$ cat config.mk
export PLATFORM = sky130hd
export DESIGN_NAME = seg_scan_driver
export DESIGN_NICKNAME = d
export VERILOG_FILES = /design/src/rtl/seg_scan_driver.sv
export SDC_FILE = /design/constraint.sdc
export NUM_CORES = 1
export LEC_CHECK = 0
export CAP_MARGIN = 25
export CORE_MARGIN = 3
export CORE_UTILIZATION = 40
export CTS_BUF_LIST = sky130_fd_sc_hd__clkbuf_2 sky130_fd_sc_hd__clkbuf_4 sky130_fd_sc_hd__clkbuf_8
export CTS_CLUSTER_SIZE = 40
export DETAILED_ROUTE_END_ITERATION = 16
export DONT_BUFFER_PORTS = 1
export GPL_TIMING_DRIVEN = 0
export PLACE_DENSITY_LB_ADDON = 0.08
export SYNTH_ARGS = -nofsm -noshare
export SYNTH_HDL_FRONTEND = slang
export SYNTH_SLANG_ARGS = --single-unit
export TNS_END_PERCENT = 30
$ cat constraint.sdc
create_clock -name CLK -period 5.2 [get_ports CLK]
set_clock_uncertainty 0.05 [all_clocks]
set_input_delay 0.78 -clock CLK [delete_from_list [all_inputs] [get_ports CLK]]
set_output_delay 0.78 -clock CLK [all_outputs]
set_load 0.05 [all_outputs]
$ cat src/rtl/seg_scan_driver.sv
// Multi-digit hex scanner: one digit per refresh tick, decoded to 7-segment and
// offered as {one-hot select, segments} over valid/ready. Value updates land only at frame start.
module seg_scan_driver #(
    parameter int NUM_DIGITS    = 3,
    parameter int TICK_DIV_BITS = 6,
    parameter int BLANK_LEADING = 1
) (
    input  logic                    CLK,
    input  logic                    i_reset_n,
    input  logic [4*NUM_DIGITS-1:0] i_value,
    input  logic                    i_load,
    output logic [15:0]             o_word,
    output logic                    o_valid,
    input  logic                    i_ready,
    output logic [2:0]              o_digit_idx,
    output logic                    o_frame_done,
    output logic                    o_missed_tick
);
    localparam int VW = 4 * NUM_DIGITS;

    typedef enum logic {S_WAIT, S_OFFER} state_t;

    state_t                   state_reg;
    logic [TICK_DIV_BITS-1:0] prescaler_reg;
    logic [VW-1:0]            pending_reg;
    logic [VW-1:0]            active_reg;
    logic                     pend_flag_reg;
    logic [2:0]               idx_reg;
    logic [15:0]              word_reg;
    logic                     valid_reg;
    logic                     frame_done_reg;
    logic                     missed_tick_reg;

    logic          tick;
    logic          transfer;
    logic          handshake;
    logic          last_digit;
    logic          blank;
    logic [VW-1:0] value_sel;
    logic [3:0]    nib [8];
    logic [7:0]    upper_zero;
    logic [7:0]    seg_raw;
    logic [15:0]   word_next;

    function automatic logic [7:0] hex_to_seg(input logic [3:0] n);
        case (n)
            4'h0:    return 8'h3F;
            4'h1:    return 8'h06;
            4'h2:    return 8'h5B;
            4'h3:    return 8'h4F;
            4'h4:    return 8'h66;
            4'h5:    return 8'h6D;
            4'h6:    return 8'h7D;
            4'h7:    return 8'h07;
            4'h8:    return 8'h7F;
            4'h9:    return 8'h6F;
            4'hA:    return 8'h77;
            4'hB:    return 8'h7C;
            4'hC:    return 8'h39;
            4'hD:    return 8'h5E;
            4'hE:    return 8'h79;
            default: return 8'h71;
        endcase
    endfunction

    assign tick       = &prescaler_reg;
    assign handshake  = valid_reg & i_ready;
    assign last_digit = (idx_reg == 3'(NUM_DIGITS - 1));
    assign transfer   = (state_reg == S_WAIT) && tick && (idx_reg == 3'd0) && pend_flag_reg;
    // The first digit of a new frame already shows the freshly transferred value.
    assign value_sel  = transfer ? pending_reg : active_reg;

    // Per-digit nibble and "this and every higher nibble is zero" flags, padded to 8 digits.
    generate
        for (genvar gi = 0; gi < 8; gi++) begin : g_digit
            if (gi < NUM_DIGITS) begin : g_used
                assign nib[gi]        = value_sel[4*gi +: 4];
                assign upper_zero[gi] = ~|value_sel[VW-1:4*gi];
            end else begin : g_unused
                assign nib[gi]        = 4'h0;
                assign upper_zero[gi] = 1'b1;
            end
        end
    endgenerate

    assign seg_raw   = hex_to_seg(nib[idx_reg]);
    assign blank     = (BLANK_LEADING != 0) && (idx_reg != 3'd0) && upper_zero[idx_reg];
    assign word_next = {8'b1 << idx_reg, blank ? 8'h00 : seg_raw};

    always_ff @(posedge CLK) begin
        if (!i_reset_n) begin
            state_reg       <= S_WAIT;
            prescaler_reg   <= '0;
            pending_reg     <= '0;
            active_reg      <= '0;
            pend_flag_reg   <= 1'b0;
            idx_reg         <= 3'd0;
            word_reg        <= 16'h0000;
            valid_reg       <= 1'b0;
            frame_done_reg  <= 1'b0;
            missed_tick_reg <= 1'b0;
        end else begin
            prescaler_reg   <= prescaler_reg + 1'b1;
            frame_done_reg  <= 1'b0;
            missed_tick_reg <= 1'b0;

            if (i_load) begin
                pending_reg   <= i_value;
                pend_flag_reg <= 1'b1;
            end

            case (state_reg)
                S_WAIT: begin
                    if (tick) begin
                        word_reg  <= word_next;
                        valid_reg <= 1'b1;
                        state_reg <= S_OFFER;
                        if (transfer) begin
                            active_reg <= pending_reg;
                            // A load arriving on the transfer cycle stays pending.
                            if (!i_load) begin
                                pend_flag_reg <= 1'b0;
                            end
                        end
                    end
                end
                S_OFFER: begin
                    if (tick) begin
                        missed_tick_reg <= 1'b1;
                    end
                    if (handshake) begin
                        valid_reg <= 1'b0;
                        state_reg <= S_WAIT;
                        if (last_digit) begin
                            idx_reg        <= 3'd0;
                            frame_done_reg <= 1'b1;
                        end else begin
                            idx_reg <= idx_reg + 3'd1;
                        end
                    end
                end
                default: state_reg <= S_WAIT;
            endcase
        end
    end

    assign o_word        = word_reg;
    assign o_valid       = valid_reg;
    assign o_digit_idx   = idx_reg;
    assign o_frame_done  = frame_done_reg;
    assign o_missed_tick = missed_tick_reg;
endmodule
==> results.py <==
metrics = {
    "status": {
        "status": "finished clean",
    },
    "power": {
        "vdd_drop_max_uv": 126.1,
        "leakage_nw": 1.047,
        "p_per_area_nw_per_um2": 250.5,
    },
    "floorplan": {
        "core_sq_um": 6061,
        "dieArea_sq_um": 7423,
        "placementRows": 28,
        "io_pins": 38,
        "fp.dieW_um": 86.16,
        "die_h_um": 86.16,
        "start_util_pct": 42.40,
    },
    "logic_synthesis": {
        "yosysMostFrequentCell": "dfxtp_1",
        "netlist_area_sq_um": 2570,
        "synth_edf_count": 0,
        "syn_nets": 311,
        "yosys_warnings": 0,
        "seq_area_frac_synth_pct": 41.29,
        "yosys.area.top_type": "dfxtp_1",
        "avgSynthCellArea_sq_um": 8.955,
        "synth_cells": 287,
        "synth_ff_type": "dfxtp_1",
        "synth_area_leaders": "dfxtp_1 41%, nand2_1 7.6%, mux2i_1 6.2%",
        "synth_seq_cells": 53,
        "synth_common_cells": "53 x dfxtp_1, 52 x nand2_1, 21 x a21boi_0",
        "synthArstFlopShare_pct": 0,
        "ys_types": 56,
        "synth_top_area_share_pct": 41.29,
    },
    "placed_design": {
        "io_buffers": 0,
        "placed_cell_area_sq_um": 2664,
        "hpwl_um": 4207,
        "gp_congestion": 0.8033,
    },
    "final_layout": {
        "diodes": 0,
        "nFillCells": 631,
        "drive_gt1_share_pct": 9.831,
        "area_growth_pct": 7.400,
        "seqCellArea_sq_um": 1061,
        "fin_area_sq_um": 2760,
        "largest_reg_flops": 15,
        "multi_input_area_sq_um": 1401,
        "finalCoreUtilization_pct": 45.54,
        "nets": 318,
    },
    "sta": {
        "max-slew-margin-rel_pct": 35.12,
        "min_period_over_period_pct": 54.70,
        "tns_ns": 0,
        "hold_viol": 0,
        "worst_pin_slew_ns": 0.9658,
        "period_minus_slack_ns": 2.844,
        "setup_viol": 0,
        "fmax_mhz": 351.6,
        "slew_viol_final": 0,
        "rsz0062_at_grt": "no",
    },
    "detailed_routing": {
        "drtAntennaViolNets": 0,
        "wirelength_um": 5679,
        "wl_per_cell_um": 15.35,
        "vias": 2006,
        "vias_per_cell": 5.422,
        "drcViolationCount": 0,
        "drtIter0Drc": 67,
        "dr.pass1.iters": 5,
    },
    "hold_path": {
        "hp-start": "prescaler_reg[0]$_SDFF_PN0_",
        "min_path_type": "reg2reg",
    },
    "clock_network": {
        "cts_resized": 0,
        "cts_buffer_depth": 2,
        "clk_pin_slew_ns": 0.10,
        "clock_sinks": 53,
        "hold_buffers": 0,
        "post_cts_buffers": 0,
        "cts-root-buf": "clkbuf_8",
        "cts_buffers": 5,
        "htreeDepth": 2,
        "tritoncts": "yes",
        "clk_latency_ns": 0.31,
    },
    "setup_path": {
        "start_kind": "flip-flop",
        "crit_fanout": 10,
        "critPathArrivalTime_ns": 2.99,
        "critPathMaxStageDelay_ns": 0.79,
        "worst-setup-path-type": "reg2reg",
        "path_cells": "clkbuf_1 > nand3b_1 > a21oi_1 > a311o_1 > inv_1 > ha_1 > mux2i_1 > nand2_1 > a32o_1",
        "timing.rr.start": "o_digit_idx[1]$_SDFFE_PN0P_",
        "path_buf_inv": 2,
        "crit_family": "flip-flops",
        "critical_path_required_ns": 5.35,
        "cp_slowest_cell": "dfxtp_1",
        "worstSetupEndpointType": "flip-flop",
        "cp-startpoint": "o_digit_idx[1]$_SDFFE_PN0P_",
    },
    "global_route": {
        "grt_use_met1_pct": 21.42,
        "grt-ovfl-total": 0,
        "grt_max_degree": 17,
        "track_usage_pct": 15.73,
        "antenna_found_initial": 0,
        "grt.busiest_layer": "met2",
        "use_met3_pct": 3.650,
        "grt_pass1_vias": 1811,
        "use_met2_pct": 24.67,
        "grt_pass1_wl_um": 9239,
    },
    "run": {
        "drv_cap": 0,
    },
}
## path summary, 6_finish.rpt
kind	endpoint	slack, ns	depth (start not counted)
max reg2reg	o_word[1]$_SDFFE_PN0P_	2.36	9
min	prescaler_reg[0]$_SDFF_PN0_	0.40	1
max	o_word[1]$_SDFFE_PN0P_	2.36	9
min reg2reg	prescaler_reg[0]$_SDFF_PN0_	0.40	1
## kinds of logic after synthesis
logic type                 synth area share (%)
AOI/OAI and AO/OA                         16.31
xor gates and xnor gates                  1.704
adders and majority gates                 3.895
buffers and inverters                     4.187
DFF                                       41.29
muxes                                     7.546
other                                    0.1459
and+or+nand+nor                           24.93
## power by group
group	internal, mW	switching [mW]	total (mW)
Sequential	0.414	0.00526	0.419
Combinational	0.0137	0.0155	0.0291
Clock	0.108	0.135	0.243
## per-layer routing
metal | vias to the layer above | routed length (um)
met1 | 941 | 2802
met4 | 0 | 70
met2 | 45 | 2557
met3 | 6 | 248
met5 | - | 0
li1 | 1014 | -
## metrics by stage
stage | cells | hold slack, ns | worst slack, ns | power (mW)
after global routing | 370 | 0.4466 | 2.190 | 0.7268
after global placement | 362 | 0.3822 | 2.425 | 0.4575
after floorplan | 287 | 0.3635 | 2.707 | 0.4506
after CTS | 370 | 0.4082 | 2.370 | 0.7031
final | 370 | 0.4020 | 2.356 | 0.6913
after detailed placement | 362 | 0.3920 | 2.401 | 0.4580
## layout make-up
cell class                      instances  area share [%]
Multi-Input combinational cell        211           50.77
Sequential cell                        53           38.44
Tap cell                               75           3.400
Buffer                                 17           3.082
Clock buffer                            6           2.992
Inverter                                6          0.8160
Clock inverter                          2          0.4986
## placed cells by master, fill, tap and decap left out, types with 2 or more instances in the layout
cell,count
nand3_1,7
nor2b_1,15
nor3_1,4
inv_1,5
a32o_1,5
o21ai_0,7
nor2_1,10
and2b_2,2
nor4_1,2
nand2_1,52
buf_1,2
buf_6,2
a21oi_1,4
clkbuf_1,10
and3_2,4
ha_1,8
or3_1,2
clkbuf_8,6
mux2_2,3
and3_1,3
nand3b_1,4
a21boi_0,21
dfxtp_1,53
mux2i_1,16
and2_1,8
a31oi_1,3
a22oi_1,2
xnor2_1,4
No activity file was read; power rests on OpenSTA's default activity.
